$ cat config.mk
export PLATFORM = sky130hd
export DESIGN_NAME = mem_port_arbiter
export DESIGN_NICKNAME = d
export VERILOG_FILES = /design/src/rtl/mem_arb_pkg.sv /design/src/rtl/mem_port_arbiter_rr_pick2.sv /design/src/rtl/mem_port_arbiter.sv
export SDC_FILE = /design/constraint.sdc
export NUM_CORES = 1
export LEC_CHECK = 0
export ABC_AREA = 1
export CAP_MARGIN = 40
export CORE_ASPECT_RATIO = 1.4
export CORE_MARGIN = 1
export CORE_UTILIZATION = 45
export DETAILED_ROUTE_END_ITERATION = 6
export PLACE_DENSITY = 0.89
export SLEW_MARGIN = 25
export SYNTH_ARGS = -nofsm -noshare
export SYNTH_HDL_FRONTEND = slang
export SYNTH_SLANG_ARGS = --single-unit
$ cat constraint.sdc
create_clock -name clk -period 2.3 [get_ports clk]
set_clock_uncertainty 0.05 [all_clocks]
set_input_delay 0.46 -clock clk [delete_from_list [all_inputs] [get_ports clk]]
set_output_delay 0.46 -clock clk [all_outputs]
set_load 0.02 [all_outputs]
$ cat src/rtl/mem_arb_pkg.sv
// Shared types and constants for the fetch / load-store memory port arbiter.
// State encoding, grant identifiers and default widths.
package mem_arb_pkg;

  typedef enum logic [1:0] {
    ST_IDLE = 2'd0,
    ST_BUSY = 2'd1,
    ST_RESP = 2'd2
  } arb_state_t;

  localparam logic GNT_FETCH = 1'b0;
  localparam logic GNT_DATA  = 1'b1;

  localparam int ADDR_W_DEF      = 32;
  localparam int DATA_W_DEF      = 32;
  localparam int TIMEOUT_CYC_DEF = 255;

endpackage

$ cat src/rtl/mem_port_arbiter_rr_pick2.sv
// Purpose: 2-way round-robin picker between fetch and data requests.
// Latency: purely combinational, zero cycles.
// Backpressure: none; the caller decides when the pick is consumed.
module rr_pick2
  import mem_arb_pkg::*;
(
  input  logic req_fetch,
  input  logic req_data,
  input  logic rr_last,
  output logic vld,
  output logic win
);

  always_comb begin
    vld = req_fetch | req_data;
    win = GNT_FETCH;
    // On a tie the port that did not win last time goes first.
    if (req_fetch && req_data) begin
      win = (rr_last == GNT_FETCH) ? GNT_DATA : GNT_FETCH;
    end else if (req_data) begin
      win = GNT_DATA;
    end
  end

endmodule

$ cat src/rtl/mem_port_arbiter.sv
// Purpose: round-robin share of one single-port memory between instruction fetch and load/store; ARB_TIMEOUT_EN adds an err watchdog.
// Latency: req -> mem_req next cycle; mem_ack -> port ack next cycle; next grant's mem_req two cycles after the ack.
// Backpressure: requesters hold req until their ack; the memory stalls by withholding mem_ack.
module mem_port_arbiter
  import mem_arb_pkg::*;
#(
  parameter int ADDR_W      = ADDR_W_DEF,
  parameter int DATA_W      = DATA_W_DEF,
  parameter int TIMEOUT_CYC = TIMEOUT_CYC_DEF
) (
  input  logic              clk,
  input  logic              rst,
  input  logic              if_req,
  input  logic [ADDR_W-1:0] if_addr,
  output logic [DATA_W-1:0] if_rdata,
  output logic              if_ack,
  input  logic              d_req,
  input  logic              d_we,
  input  logic [ADDR_W-1:0] d_addr,
  input  logic [DATA_W-1:0] d_wdata,
  output logic [DATA_W-1:0] d_rdata,
  output logic              d_ack,
`ifdef ARB_TIMEOUT_EN
  output logic              err,
`endif
  output logic              mem_req,
  output logic              mem_we,
  output logic [ADDR_W-1:0] mem_addr,
  output logic [DATA_W-1:0] mem_wdata,
  input  logic [DATA_W-1:0] mem_rdata,
  input  logic              mem_ack
);

  arb_state_t state;
  logic       gnt;
  logic       rr_last;
  logic       pick_vld;
  logic       pick_win;

`ifdef ARB_TIMEOUT_EN
  localparam int CNT_W = ($clog2(TIMEOUT_CYC + 1) > 8) ? $clog2(TIMEOUT_CYC + 1) : 8;
  logic [CNT_W-1:0] cnt;
`endif

  rr_pick2 u_pick (
    .req_fetch (if_req),
    .req_data  (d_req),
    .rr_last   (rr_last),
    .vld       (pick_vld),
    .win       (pick_win)
  );

  always_ff @(posedge clk or negedge rst) begin
    if (!rst) begin
      state     <= ST_IDLE;
      gnt       <= GNT_FETCH;
      rr_last   <= GNT_FETCH;
      mem_req   <= 1'b0;
      mem_we    <= 1'b0;
      mem_addr  <= '0;
      mem_wdata <= '0;
      if_rdata  <= '0;
      d_rdata   <= '0;
      if_ack    <= 1'b0;
      d_ack     <= 1'b0;
`ifdef ARB_TIMEOUT_EN
      err       <= 1'b0;
      cnt       <= '0;
`endif
    end else begin
      case (state)
        ST_IDLE: begin
          if (pick_vld) begin
            gnt     <= pick_win;
            rr_last <= pick_win;
            mem_req <= 1'b1;
            state   <= ST_BUSY;
`ifdef ARB_TIMEOUT_EN
            cnt     <= '0;
`endif
            if (pick_win == GNT_DATA) begin
              mem_we    <= d_we;
              mem_addr  <= d_addr;
              mem_wdata <= d_wdata;
            end else begin
              mem_we    <= 1'b0;
              mem_addr  <= if_addr;
              mem_wdata <= '0;
            end
          end
        end
        ST_BUSY: begin
`ifdef ARB_TIMEOUT_EN
          cnt <= cnt + 1'b1;
`endif
          if (mem_ack) begin
            mem_req <= 1'b0;
            state   <= ST_RESP;
            if (gnt == GNT_FETCH) begin
              if_rdata <= mem_rdata;
              if_ack   <= 1'b1;
            end else begin
              // Stores leave the load data register untouched.
              if (!mem_we) d_rdata <= mem_rdata;
              d_ack <= 1'b1;
            end
          end
`ifdef ARB_TIMEOUT_EN
          else if (cnt == CNT_W'(TIMEOUT_CYC - 1)) begin
            mem_req <= 1'b0;
            state   <= ST_RESP;
            err     <= 1'b1;
            if (gnt == GNT_FETCH) if_ack <= 1'b1;
            else                  d_ack  <= 1'b1;
          end
`endif
        end
        ST_RESP: begin
          if_ack <= 1'b0;
          d_ack  <= 1'b0;
`ifdef ARB_TIMEOUT_EN
          err    <= 1'b0;
`endif
          state  <= ST_IDLE;
        end
        default: state <= ST_IDLE;
      endcase
    end
  end

endmodule

# Yosys cells after proc, flatten, opt, wreduce, memory -nomap -nowiden
# Cells that the tools add are included.
# op_classes
n_mux,18
div_mod_pow,0
n_mul,0
bitwise,3
order_cmp,0
shifts,0
reduce_logical,11
add_sub_neg,0
eq_ne,6
# op_table
operator,n
$mux 32,2
$reduce_and 3->1,4
$mux 1,10
$ne 2x2->1 const B,4
$pmux 1 s2,3
$mux 2,2
$pmux 2 s2,1
$reduce_and 2->1,2
$reduce_and 4->1,1
$reduce_bool 2->1,2
$eq 2x1->1 const B,1
$eq 2x2->1 const B,1
$logic_not 2->1,1
$not 1->1,2
$logic_and 1x1->1,1
$or 1x1->1,1
# totals
latch_bits,0
output_inout_bits,132
reg_bits,135
elab_cells,48
romBits,0
memories,0
ramBits,0

# Logic depth before layout (Yosys ltp)
# Gate-level depths: netlist (run 1).
# logic_depth
word_depth,3
mapped_depth,8
ltp_nobuf,6

# Modules after synthesis
# Synthesis (run 1) repeated with hierarchy kept, for this count alone.
# hier_totals
cells_unflattened,718
area_unflattened_um2,5904.4
# by_module_without_submodules
module,seq_area_each_um2,instances,area_per_inst_um2,cells_per_inst
mem_port_arbiter,3378.2,1,5889.4,715
rr_pick2,0.0,1,15.0,3

# Least setup slack after synthesis (run 1)
# No wires, ideal clock.
# synth_path
path_type,input port to flip-flop
from,in d_req
to,reg mem_wdata[10]
cell_stages,8
t_arrival_ns,1.215
path_slack_ns,0.918
cell_sequence,buf_2 -> nor2_1 -> nor2_4 -> inv_2 -> buf_6 -> buf_6 -> nand2_1 -> nand2_1
# synth_between
elab_chain_cells,3
# synth_lines
element,line_no,rtl
start: declaration,mem_port_arbiter.sv:17,"input logic d_req,"
$mux 1 / $logic_and 1x1->1 (equally long branches),"mem_port_arbiter_rr_pick2.sv:20, mem_port_arbiter_rr_pick2.sv:18",
$mux 1,mem_port_arbiter_rr_pick2.sv:18,if (req_fetch && req_data) begin
$mux 32,mem_port_arbiter.sv:81,if (pick_win == GNT_DATA) begin
end signal: assignment,mem_port_arbiter.sv:84,mem_wdata <= d_wdata;
end: declaration,mem_port_arbiter.sv:29,"output logic [DATA_W-1:0] mem_wdata,"
# Parallel ways exist; a longest one is shown, timed or not.
# A chain may end at the register's enable or synchronous reset.

# Worst setup path in the final report (run 1)
# layout_path
from,reg mem_wdata[24]
to,out mem_wdata[24]
# No word-level cell between the ends.

==> results of run 1 <==
per-layer routing:
| metal | GRT usage (%) | routed length, µm |
|---|---|---|
| met5 | 0 | 0 |
| met4 | 12.77 | 642 |
| met3 | 6.443 | 1111 |
| met2 | 47.97 | 9501 |
| met1 | 30.56 | 6748 |
area by class of cell:
cell class,count,area share (%)
sequential,135,36.08
clock inverter,12,1.911
multi-input combinational,473,21.48
inverter,72,2.887
timing repair buffer,285,30.91
clock buffer,18,4.691
tap,153,2.045
state kept, by name, summed over array words and instances, names as in the netlist:
signal / count
d_rdata: 32
if_rdata: 32
mem_addr: 32
mem_wdata: 32
state: 2
d_ack: 1
gnt: 1
if_ack: 1
mem_req: 1
mem_we: 1
metrics by stage:
stage               setup slack (ns)  util (%)  cell area (µm²)  instances
floorplan                     0.9181         -             5891        724
global placement              0.3912     68.17             8735       1117
detailed placement            0.3166     68.17             8735       1117
CTS                           0.3415     73.07             9363       1148
global route                  0.3248     73.07             9363       1148
finish                        0.3633     73.07             9363       1148
synthesized netlist by cell type:
| cell type | count |
|---|---|
| sky130_fd_sc_hd__buf_2 | 22 |
| sky130_fd_sc_hd__buf_4 | 3 |
| sky130_fd_sc_hd__buf_6 | 4 |
| sky130_fd_sc_hd__clkbuf_1 | 15 |
| sky130_fd_sc_hd__dfrtp_1 | 135 |
| sky130_fd_sc_hd__inv_1 | 68 |
| sky130_fd_sc_hd__inv_2 | 4 |
| sky130_fd_sc_hd__nand2_1 | 301 |
| sky130_fd_sc_hd__nand3_1 | 129 |
| sky130_fd_sc_hd__nand3_2 | 1 |
| sky130_fd_sc_hd__nor2_1 | 2 |
| sky130_fd_sc_hd__nor2_2 | 2 |
| sky130_fd_sc_hd__nor2_4 | 2 |
| sky130_fd_sc_hd__o21ai_0 | 36 |
where the power goes:
part	total (mW)	internal (mW)	leakage (nW)	switching, mW
clock network	2.85	1.83	0.294	1.02
logic	6.54	2.84	2.74	3.71
registers	4.16	3.51	1.69	0.648
total	13.6	8.18	4.73	5.37
worst paths after layout:
path                                           startpoint                         to  slack [ns]  depth (start not counted)
worst max-delay path            mem_wdata[24]$_DFFE_PN0P_              mem_wdata[24]        0.36                          1
worst min-delay path             if_rdata[27]$_DFFE_PN0P_   if_rdata[27]$_DFFE_PN0P_        0.42                          2
worst max register to register            gnt$_DFFE_PN0P_   mem_addr[16]$_DFFE_PN0P_        0.81                          6
worst min register to register   if_rdata[27]$_DFFE_PN0P_   if_rdata[27]$_DFFE_PN0P_        0.42                          2
max in group asynchronous                             rst  mem_wdata[29]$_DFFE_PN0P_        0.97                          3
min in group asynchronous                             rst     d_rdata[1]$_DFFE_PN0P_        0.54                          2
repair_timing:
item | 4_1_cts | 5_1_grt
setup buffers | 0 | 0
hold endpoints to repair | 51 | 0
hold buffers | 1 | 0
logic make-up (layout without fill, tap and decap cells):
family / Yosys count / count (layout) / share of synthesized area (%)
simple gates: 437 / 437 / 31.03
flops: 135 / 135 / 57.35
buf+inv: 116 / 387 / 8.560
compound gates: 36 / 36 / 3.059
==> out/results.md, run 1 <==
### Clock tree
- worst skew pair latency: 0.40 ns
- clock tree from TritonCTS: done
- clock-pin slew on the worst setup and hold paths: 0.06 ns
- maximum level of the CTS H-tree: 4
- root buf cell: sky130_fd_sc_hd__clkbuf_16
- Bufs on Longest Clock Path: 2
- Gates resized, CTS repair: 0
- TritonCTS buffer count: 17
- CTS sink count: 135

### Worst setup path
- Critical Path Max Stage Delay: 0.66 ns
- data arrival time of the critical path: 1.43 ns
- CP Max Fanout: 2
- crit path capture type: primary output
- number of buffer and inverter instances along the worst setup path: 1
- kind of critical path: reg -> out
- worst path required time: 1.79 ns
- Top Family by Delay on Critical Path: buffers and inverters
- startpoint types: flop
- CP Cell Sequence: clkdlybuf4s50_1
- CP max stage cell: sky130_fd_sc_hd__clkdlybuf4s50_1

### Route
- final antenna-violating net count: 0
- Via density: 5.074
- routed length per instance: 15.68 µm
- drt pass-1 iters: 5
- detailed-route DRC error count: 0
- number of DRC markers after the initial detailed-route iteration: 292
- detailed-route wire length: 18000 µm
- vias after detailed routing: 5825

### Timing
- Achievable Freq: 516.4 MHz
- Period minus WS final: 1.937 ns
- worst-margin pin slew: 0.5236 ns
- hold violation count in the final report: 0
- setup violation total in the final timing report: 0
- final worst-path cycle share: 84.20%
- final sum of negative setup slack: 0 ns
- worst slew slack as a fraction of its limit: 65.09%
- final hold slack: 0.4172 ns
- max-slew violations: 0
- RSZ-0062 raised after global routing: no

### Floorplanning
- number of I/O pins: 266
- die area: 13560 µm²
- height of the die: 137.4 µm
- Core ar.: 12810 µm²
- initial core utilization: 45.97%
- Die W: 98.70 µm
- floorplan row count: 49

### Synthesis
- Synth cell types: 14
- ranking of synthesized cells by area: sky130_fd_sc_hd__dfrtp_1 57%, sky130_fd_sc_hd__nand2_1 19%, sky130_fd_sc_hd__nand3_1 11%
- count of state elements after synthesis: 135
- area of the mapped netlist: 5891 µm²
- average size of a mapped cell: 8.136 µm²
- Mapped Nets: 858
- area share of the leading cell type in the synthesized netlist: 57.35%
- number of cells produced by synthesis: 724
- area leader, netlist: sky130_fd_sc_hd__dfrtp_1
- Ys Warns: 0
- sequential element share of the synthesized area: 57.35%

### Run
- max-capacitance violation count: 0

### GRT
- wire length of the first global-routing pass: 28100 µm
- Remaining Overflow, GRT: 0
- global-route usage over all layers: 26.95%
- largest net degree at the start of global routing: 55
- number of antenna violations at the first check in global routing: 0
- vias in the first global route: 5766

### Layout
- total area of multi-input combinational cells: 2011 µm²
- final net count: 1118
- Ant. Diodes: 0
- area growth from synthesis to final layout: 58.94%
- count of filler cells inserted in the layout: 912
- commonest non-fill, non-tap cells in the layout: 301 x sky130_fd_sc_hd__nand2_1, 264 x sky130_fd_sc_hd__clkdlybuf4s50_1, 135 x sky130_fd_sc_hd__dfrtp_1
- most common cell after layout, fill and taps aside: sky130_fd_sc_hd__nand2_1
- share of final-layout standard cells stronger than drive strength 1: 6.030%
- area used by sequential logic in the layout: 3378 µm²

### Power and ir drop
- power per unit of standard cell area: 1448 nW/µm²
- largest vdd supply drop: 0.7589 mV
- Static Leak: 4.725 nW
- total power draw: 13.56 mW

### Status
- result of the run: complete, no violations

### Placement
- estimated wirelength of the detail-placed design: 12550 µm
- last weighted congestion value of the routability-driven placer: 0.8228
- number of buffer cells added on primary ports: 265

### Hold path
- hold crit path type: reg -> reg

(Power assumes the default switching activity.)
==> run 2, diff against run 1 <==
--- a/config.mk
+++ b/config.mk
@@ -9,9 +9,9 @@
 export CAP_MARGIN = 40
 export CORE_ASPECT_RATIO = 1.4
 export CORE_MARGIN = 1
-export CORE_UTILIZATION = 45
+export CORE_UTILIZATION = 38
 export DETAILED_ROUTE_END_ITERATION = 6
-export PLACE_DENSITY = 0.89
+export PLACE_DENSITY = 0.8
 export SLEW_MARGIN = 25
 export SYNTH_ARGS = -nofsm -noshare
 export SYNTH_HDL_FRONTEND = slang
==> constraint.sdc (replaced) <==
create_clock -name clk -period 1.65 [get_ports clk]
set_clock_uncertainty 0.05 [all_clocks]
set_input_delay 0.33 -clock clk [delete_from_list [all_inputs] [get_ports clk]]
set_output_delay 0.33 -clock clk [all_outputs]
set_load 0.02 [all_outputs]
==> run 2 against run 1 <==
Wire length shrank 3.0%. Combinational power grew 24%. Global-route usage shrank 4.2 points. Utilization shrank 11 points. Sequential cell count is the same. Count of clock-buffer cells in the layout shrank 1. Clock power grew 29%. Worst hold slack lost 0.059 ns. Register-to-register slack lost 0.54 ns. Cell count grew 3.9%. Largest power group unchanged.
==> out/results.md, run 2 (synthesis gave the netlist of run 1 again) <==
### Status
- result of the run: complete, no violations

### Worst setup path
- register-to-register path setup slack: 0.27 ns, -0.54 ns
- CP Cell Sequence: dlygate4sd2_1
- number of buffer and inverter instances along the worst setup path: 1, unchanged
- data arrival time of the critical path: 1.16 ns, -0.27 ns
- Worst R2R End: mem_wdata[30]$_DFFE_PN0P_
- Top Family by Delay on Critical Path: flip-flops
- cell depth of the worst flop-to-flop path: 7, +1
- Critical Path Max Stage Delay: 0.38 ns, -0.28 ns
- CP Max Fanout: 3, +1
- R2R Path Start: state[0]$_DFFE_PN0P_
- kind of critical path: reg -> out
- crit path capture type: primary output
- startpoint types: flop
- CP max stage cell: sky130_fd_sc_hd__dfrtp_1
- worst path required time: 1.27 ns, -0.52 ns

### Route
- detailed-route wire length: 17460 µm, -3.0%
- drt pass-1 iters: 4, -1
- final antenna-violating net count: 0, unchanged
- Via density: 4.736, -6.7%
- vias after detailed routing: 5650, -3.0%
- routed length per instance: 14.64 µm, -6.7%
- number of DRC markers after the initial detailed-route iteration: 367, +26%
- detailed-route DRC error count: 0, unchanged

### Floorplanning
- die area: 16010 µm², +18%
- height of the die: 149.3 µm, +8.7%
- Core ar.: 15050 µm², +17%
- number of I/O pins: 266, unchanged
- initial core utilization: 39.13%, -6.8 points
- Die W: 107.2 µm, +8.6%
- floorplan row count: 53, +8.2%

### Timing
- worst slew slack as a fraction of its limit: 72.72%, +7.6 points
- final worst-path cycle share: 93.04%
- Achievable Freq: 651.4 MHz
- setup violation total in the final timing report: 0, unchanged
- hold violation count in the final report: 0, unchanged
- Period minus WS final: 1.535 ns
- max-slew violations: 0, unchanged
- RSZ-0062 raised after global routing: no
- worst-margin pin slew: 0.4092 ns, -0.1145 ns
- final hold slack: 0.3580 ns, -0.05927 ns
- Setup WS post-layout: 0.1148 ns, -0.2485 ns

### Layout
- most common cell after layout, fill and taps aside: sky130_fd_sc_hd__nand2_1
- area growth from synthesis to final layout: 57.77%
- share of final-layout standard cells stronger than drive strength 1: 6.593%, +0.56 points
- Post-Route Utilization: 61.74%, -11 points
- count of filler cells inserted in the layout: 1321, +45%
- post-layout instance count excluding filler cells: 1193, +3.9%
- final net count: 1123, +0.45%
- Ant. Diodes: 0, unchanged
- commonest non-fill, non-tap cells in the layout: 301 x sky130_fd_sc_hd__nand2_1, 135 x sky130_fd_sc_hd__dfrtp_1, 132 x sky130_fd_sc_hd__clkdlybuf4s50_1, 132 x sky130_fd_sc_hd__dlygate4sd2_1, 129 x sky130_fd_sc_hd__nand3_1

### GRT
- largest net degree at the start of global routing: 41, -25%
- number of antenna violations at the first check in global routing: 0, unchanged
- Remaining Overflow, GRT: 0, unchanged
- global-route usage over all layers: 22.74%, -4.2 points
- vias in the first global route: 5682, -1.5%
- wire length of the first global-routing pass: 27990 µm, -0.39%

### Power and ir drop
- largest vdd supply drop: 1.084 mV, +43%
- Static Leak: 5.097 nW, +7.9%
- total power draw: 17.51 mW, +29%
- power per unit of standard cell area: 1884 nW/µm², +30%

### Placement
- placement-stage worst setup slack: -0.04219 ns, -0.3588 ns
- estimated wirelength of the detail-placed design: 12550 µm, about the same
- last weighted congestion value of the routability-driven placer: 0.8438, +2.6%
- number of cells after detailed placement: 1161, +3.9%
- number of buffer cells added on primary ports: 265, unchanged

### Clock tree
- clock-pin slew on the worst setup and hold paths: 0.06 ns, about the same
- TritonCTS buffer count: 17, unchanged
- clock tree from TritonCTS: done
- worst skew pair latency: 0.40 ns, about the same
- maximum level of the CTS H-tree: 4, unchanged
- root buf cell: sky130_fd_sc_hd__clkbuf_16
- CTS sink count: 135, unchanged
- Bufs on Longest Clock Path: 2, unchanged

### Run
- max-capacitance violation count: 0, unchanged

### Hold path
- hold crit path type: in -> async

run 2: changes by cell type in the layout (fill, tap and decap cells not counted), sizes merged:
cell and delta:
dlygate4sd2 +132, clkbuf -1, clkdlybuf4s50 -132, buf +5
inv +2, bufinv -2, clkinv +2
run 2: timing repair:
action                                  in CTS  in global routing
hold buffers                                 1                  0
endpoints found under the setup margin     132                  0
hold endpoints to repair                    34                  0
resized for setup                          132                  0
setup buffers                                0                  0
run 2: final cells by class:
class | count | area [µm²] | area share, %
Clock buffer | 17 | 425.4 | 4.577
Clock inverter | 14 | 152.6 | 1.642
Inverter | 72 | 270.3 | 2.908
Multi-Input combinational cell | 473 | 2011 | 21.63
Tap cell | 192 | 240.2 | 2.585
Timing Repair Buffer | 290 | 2816 | 30.30
Sequential cell | 135 | 3378 | 36.35
run 2: worst reg2reg max path: cells and delay by family, from the launching register on:
kind	cells	cell delay [ns]
flip-flops	1	0.43
buffers and inverters	3	0.35
AND/OR/NAND/NOR	4	0.42
run 2: stage by stage:
step | setup TNS (ns) | instance area (µm²)
floorplan | 0 | 5891
global placement | -0.2311 | 8871
detailed placement | -1.216 | 8871
CTS | 0 | 9294
global route | 0 | 9294
finish | 0 | 9294
run 2: routing by layer:
layer / share of wire [%] / track usage, % / up-vias / routed length, µm
met2: 52 / 40.97 / 237 / 9107
met5: 0 / 0 / - / 0
li1: - / - / 2783 / -
met1: 38 / 25.16 / 2597 / 6700
met3: 6.3 / 5.810 / 33 / 1108
met4: 3.1 / 9.521 / 0 / 544
run 2: worst max path at each step:
stage	startpoint	slack, ns	depth (start not counted)	to
CTS	mem_we$_DFFE_PN0P_	0.08	1	mem_we
global route	mem_we$_DFFE_PN0P_	0.03	1	mem_we
detailed placement	if_req	-0.04	7	mem_addr[28]$_DFFE_PN0P_
finish	mem_we$_DFFE_PN0P_	0.11	1	mem_we
global placement	d_req	-0.02	6	mem_wdata[11]$_DFFE_PN0P_
floorplan	state[1]$_DFFE_PN0P_	0.37	8	mem_wdata[10]$_DFFE_PN0P_
run 2: where the power goes:
part,switching [mW],internal [mW]
combinational,5.12,2.99
sequential,0.821,4.90
clock,1.46,2.23
==> run 3, diff against run 2 <==
--- a/config.mk
+++ b/config.mk
@@ -9,9 +9,9 @@
 export CAP_MARGIN = 40
 export CORE_ASPECT_RATIO = 1.4
 export CORE_MARGIN = 1
-export CORE_UTILIZATION = 38
+export CORE_UTILIZATION = 45
 export DETAILED_ROUTE_END_ITERATION = 6
-export PLACE_DENSITY = 0.8
+export PLACE_DENSITY = 0.89
 export SLEW_MARGIN = 25
 export SYNTH_ARGS = -nofsm -noshare
 export SYNTH_HDL_FRONTEND = slang
==> constraint.sdc (replaced) <==
create_clock -name clk -period 1.95 [get_ports clk]
set_clock_uncertainty 0.05 [all_clocks]
set_input_delay 0.39 -clock clk [delete_from_list [all_inputs] [get_ports clk]]
set_output_delay 0.39 -clock clk [all_outputs]
set_load 0.02 [all_outputs]
==> run 3 against run 2 <==
Clock power fell by 13%. Critical path depth stayed put. Sequential cell count did not move. Cell count fell by 3.5%. Worst hold slack improved by 0.058 ns. Worst setup slack worse by 0.020 ns. Combinational power fell by 4.2%. Sequential power shrank 14%. Wire length increased by 0.33%. Non-clock buffer count fell by 2. Sequential share of layout area is 0.35 points lower. Via count is 2.0% higher. Largest cell class unchanged. Highest routed layer unchanged.
==> out/results.md, run 3 (synthesis gave the netlist of run 1 again) <==
### Timing
- Setup WS post-layout: 0.09483 ns, -0.02000 ns
- hold violation count in the final report: 0, unchanged
- final worst-path cycle share: 95.14%
- Period minus WS final: 1.855 ns
- final sum of negative setup slack: 0 ns, unchanged
- setup violation total in the final timing report: 0, unchanged
- RSZ-0062 raised after global routing: no
- max-slew violations: 0, unchanged
- worst-margin pin slew: 0.5050 ns, +0.09584 ns
- Achievable Freq: 539.0 MHz
- worst slew slack as a fraction of its limit: 66.33%, -6.4 points
- final hold slack: 0.4162 ns, +0.05829 ns

### Clock tree
- Gates resized, CTS repair: 0, -100%
- Bufs on Longest Clock Path: 2, unchanged
- post-CTS setup buffer count: 0, unchanged
- clock-pin slew on the worst setup and hold paths: 0.06 ns, about the same
- clock tree from TritonCTS: done
- worst skew pair latency: 0.40 ns, about the same
- TritonCTS buffer count: 17, unchanged
- root buf cell: sky130_fd_sc_hd__clkbuf_16
- number of hold buffers added after cts: 1, unchanged
- maximum level of the CTS H-tree: 4, unchanged
- CTS sink count: 135, unchanged

### Floorplanning
- height of the die: 137.4 µm, -8.0%
- die area: 13560 µm², -15%
- number of I/O pins: 266, unchanged
- initial core utilization: 45.97%, +6.8 points
- floorplan row count: 49, -7.5%
- Core ar.: 12810 µm², -15%
- Die W: 98.70 µm, -8.0%

### Route
- detailed-route wire length: 17520 µm, +0.33%
- final antenna-violating net count: 0, unchanged
- drt pass-1 iters: 5, +1
- Via density: 5.005, +5.7%
- number of DRC markers after the initial detailed-route iteration: 282, -23%
- routed length per instance: 15.22 µm, +4.0%
- vias after detailed routing: 5761, +2.0%
- detailed-route DRC error count: 0, unchanged

### Layout
- share of final-layout standard cells stronger than drive strength 1: 6.313%, -0.28 points
- commonest non-fill, non-tap cells in the layout: 301 x sky130_fd_sc_hd__nand2_1, 264 x sky130_fd_sc_hd__clkdlybuf4s50_1, 135 x sky130_fd_sc_hd__dfrtp_1
- summed area of non-filler cells in the final layout: 9384 µm², +0.97%
- Post-Route Utilization: 73.24%, +11 points
- area used by sequential logic in the layout: 3378 µm², unchanged
- area growth from synthesis to final layout: 59.30%
- total area of multi-input combinational cells: 2011 µm², unchanged
- count of filler cells inserted in the layout: 917, -31%
- most common cell after layout, fill and taps aside: sky130_fd_sc_hd__nand2_1
- post-layout instance count excluding filler cells: 1151, -3.5%
- final net count: 1121, -0.18%
- Ant. Diodes: 0, unchanged

### Worst setup path
- CP max stage cell: sky130_fd_sc_hd__clkdlybuf4s50_1
- Top Family by Delay on Critical Path: buffers and inverters
- startpoint types: flop
- Critical Path Max Stage Delay: 0.66 ns, +0.28 ns
- cell depth of the worst flop-to-flop path: 5, -2
- CP Cell Sequence: clkdlybuf4s50_1
- crit path capture type: primary output
- data arrival time of the critical path: 1.42 ns, +0.26 ns
- worst path required time: 1.51 ns, +0.24 ns
- CP Max Fanout: 2, -1
- number of buffer and inverter instances along the worst setup path: 1, unchanged
- kind of critical path: reg -> out
- cell count along the critical path: 1, unchanged

### Hold path
- worst hold stages: 2
- hold crit path type: reg -> reg

### GRT
- number of antenna violations at the first check in global routing: 0, unchanged
- vias in the first global route: 5507, -3.1%
- wire length of the first global-routing pass: 27380 µm, -2.2%
- global-route usage over all layers: 26.25%, +3.5 points
- Remaining Overflow, GRT: 0, unchanged
- largest net degree at the start of global routing: 53, +29%

### Placement
- last weighted congestion value of the routability-driven placer: 0.8402, -0.43%
- estimated wirelength of the detail-placed design: 12330 µm, -1.7%
- number of cells after detailed placement: 1120, -3.5%
- placed cell area: 8782 µm², -1.0%
- placement-stage worst setup slack: 0.1012 ns, +0.1434 ns
- number of buffer cells added on primary ports: 265, unchanged

### Run
- max-capacitance violation count: 0, unchanged

### Power and ir drop
- power per unit of standard cell area: 1693 nW/µm², -10%
- largest vdd supply drop: 0.8662 mV, -20%
- Static Leak: 4.745 nW, -6.9%
- total power draw: 15.88 mW, -9.3%

### Status
- result of the run: complete, no violations

run 3: per-layer routing:
layer | track usage (%) | vias up | share of wire, %
met5 | 0 | - | 0
met4 | 14.26 | 0 | 3.9
met3 | 6.291 | 48 | 6.3
met2 | 46.13 | 258 | 52
met1 | 29.55 | 2677 | 38
li1 | - | 2778 | -
run 3: cell type report:
class,instances,share of cell area (%)
clock buffers,18,4.680
flip-flops and latches,135,36.00
well taps,153,2.040
repair buffers,288,31.35
multi-input cells,473,21.43
clock inverters,12,1.627
inverters,72,2.880
run 3: final timing paths:
path	end	slack (ns)	start
min reg2reg	if_rdata[1]$_DFFE_PN0P_	0.42	if_rdata[1]$_DFFE_PN0P_
max reg2reg	mem_addr[10]$_DFFE_PN0P_	0.53	gnt$_DFFE_PN0P_
max in group asynchronous	mem_wdata[17]$_DFFE_PN0P_	0.74	rst
min	if_rdata[1]$_DFFE_PN0P_	0.42	if_rdata[1]$_DFFE_PN0P_
max	d_rdata[10]	0.09	d_rdata[10]$_DFFE_PN0P_
min in group asynchronous	if_rdata[2]$_DFFE_PN0P_	0.46	rst
run 3: power breakdown:
| group | internal (mW) | switching, mW | total [mW] | leakage (nW) |
|---|---|---|---|---|
| clock network | 2.03 | 1.18 | 3.21 | 0.292 |
| logic | 3.41 | 4.37 | 7.77 | 2.76 |
| registers | 4.15 | 0.753 | 4.90 | 1.69 |
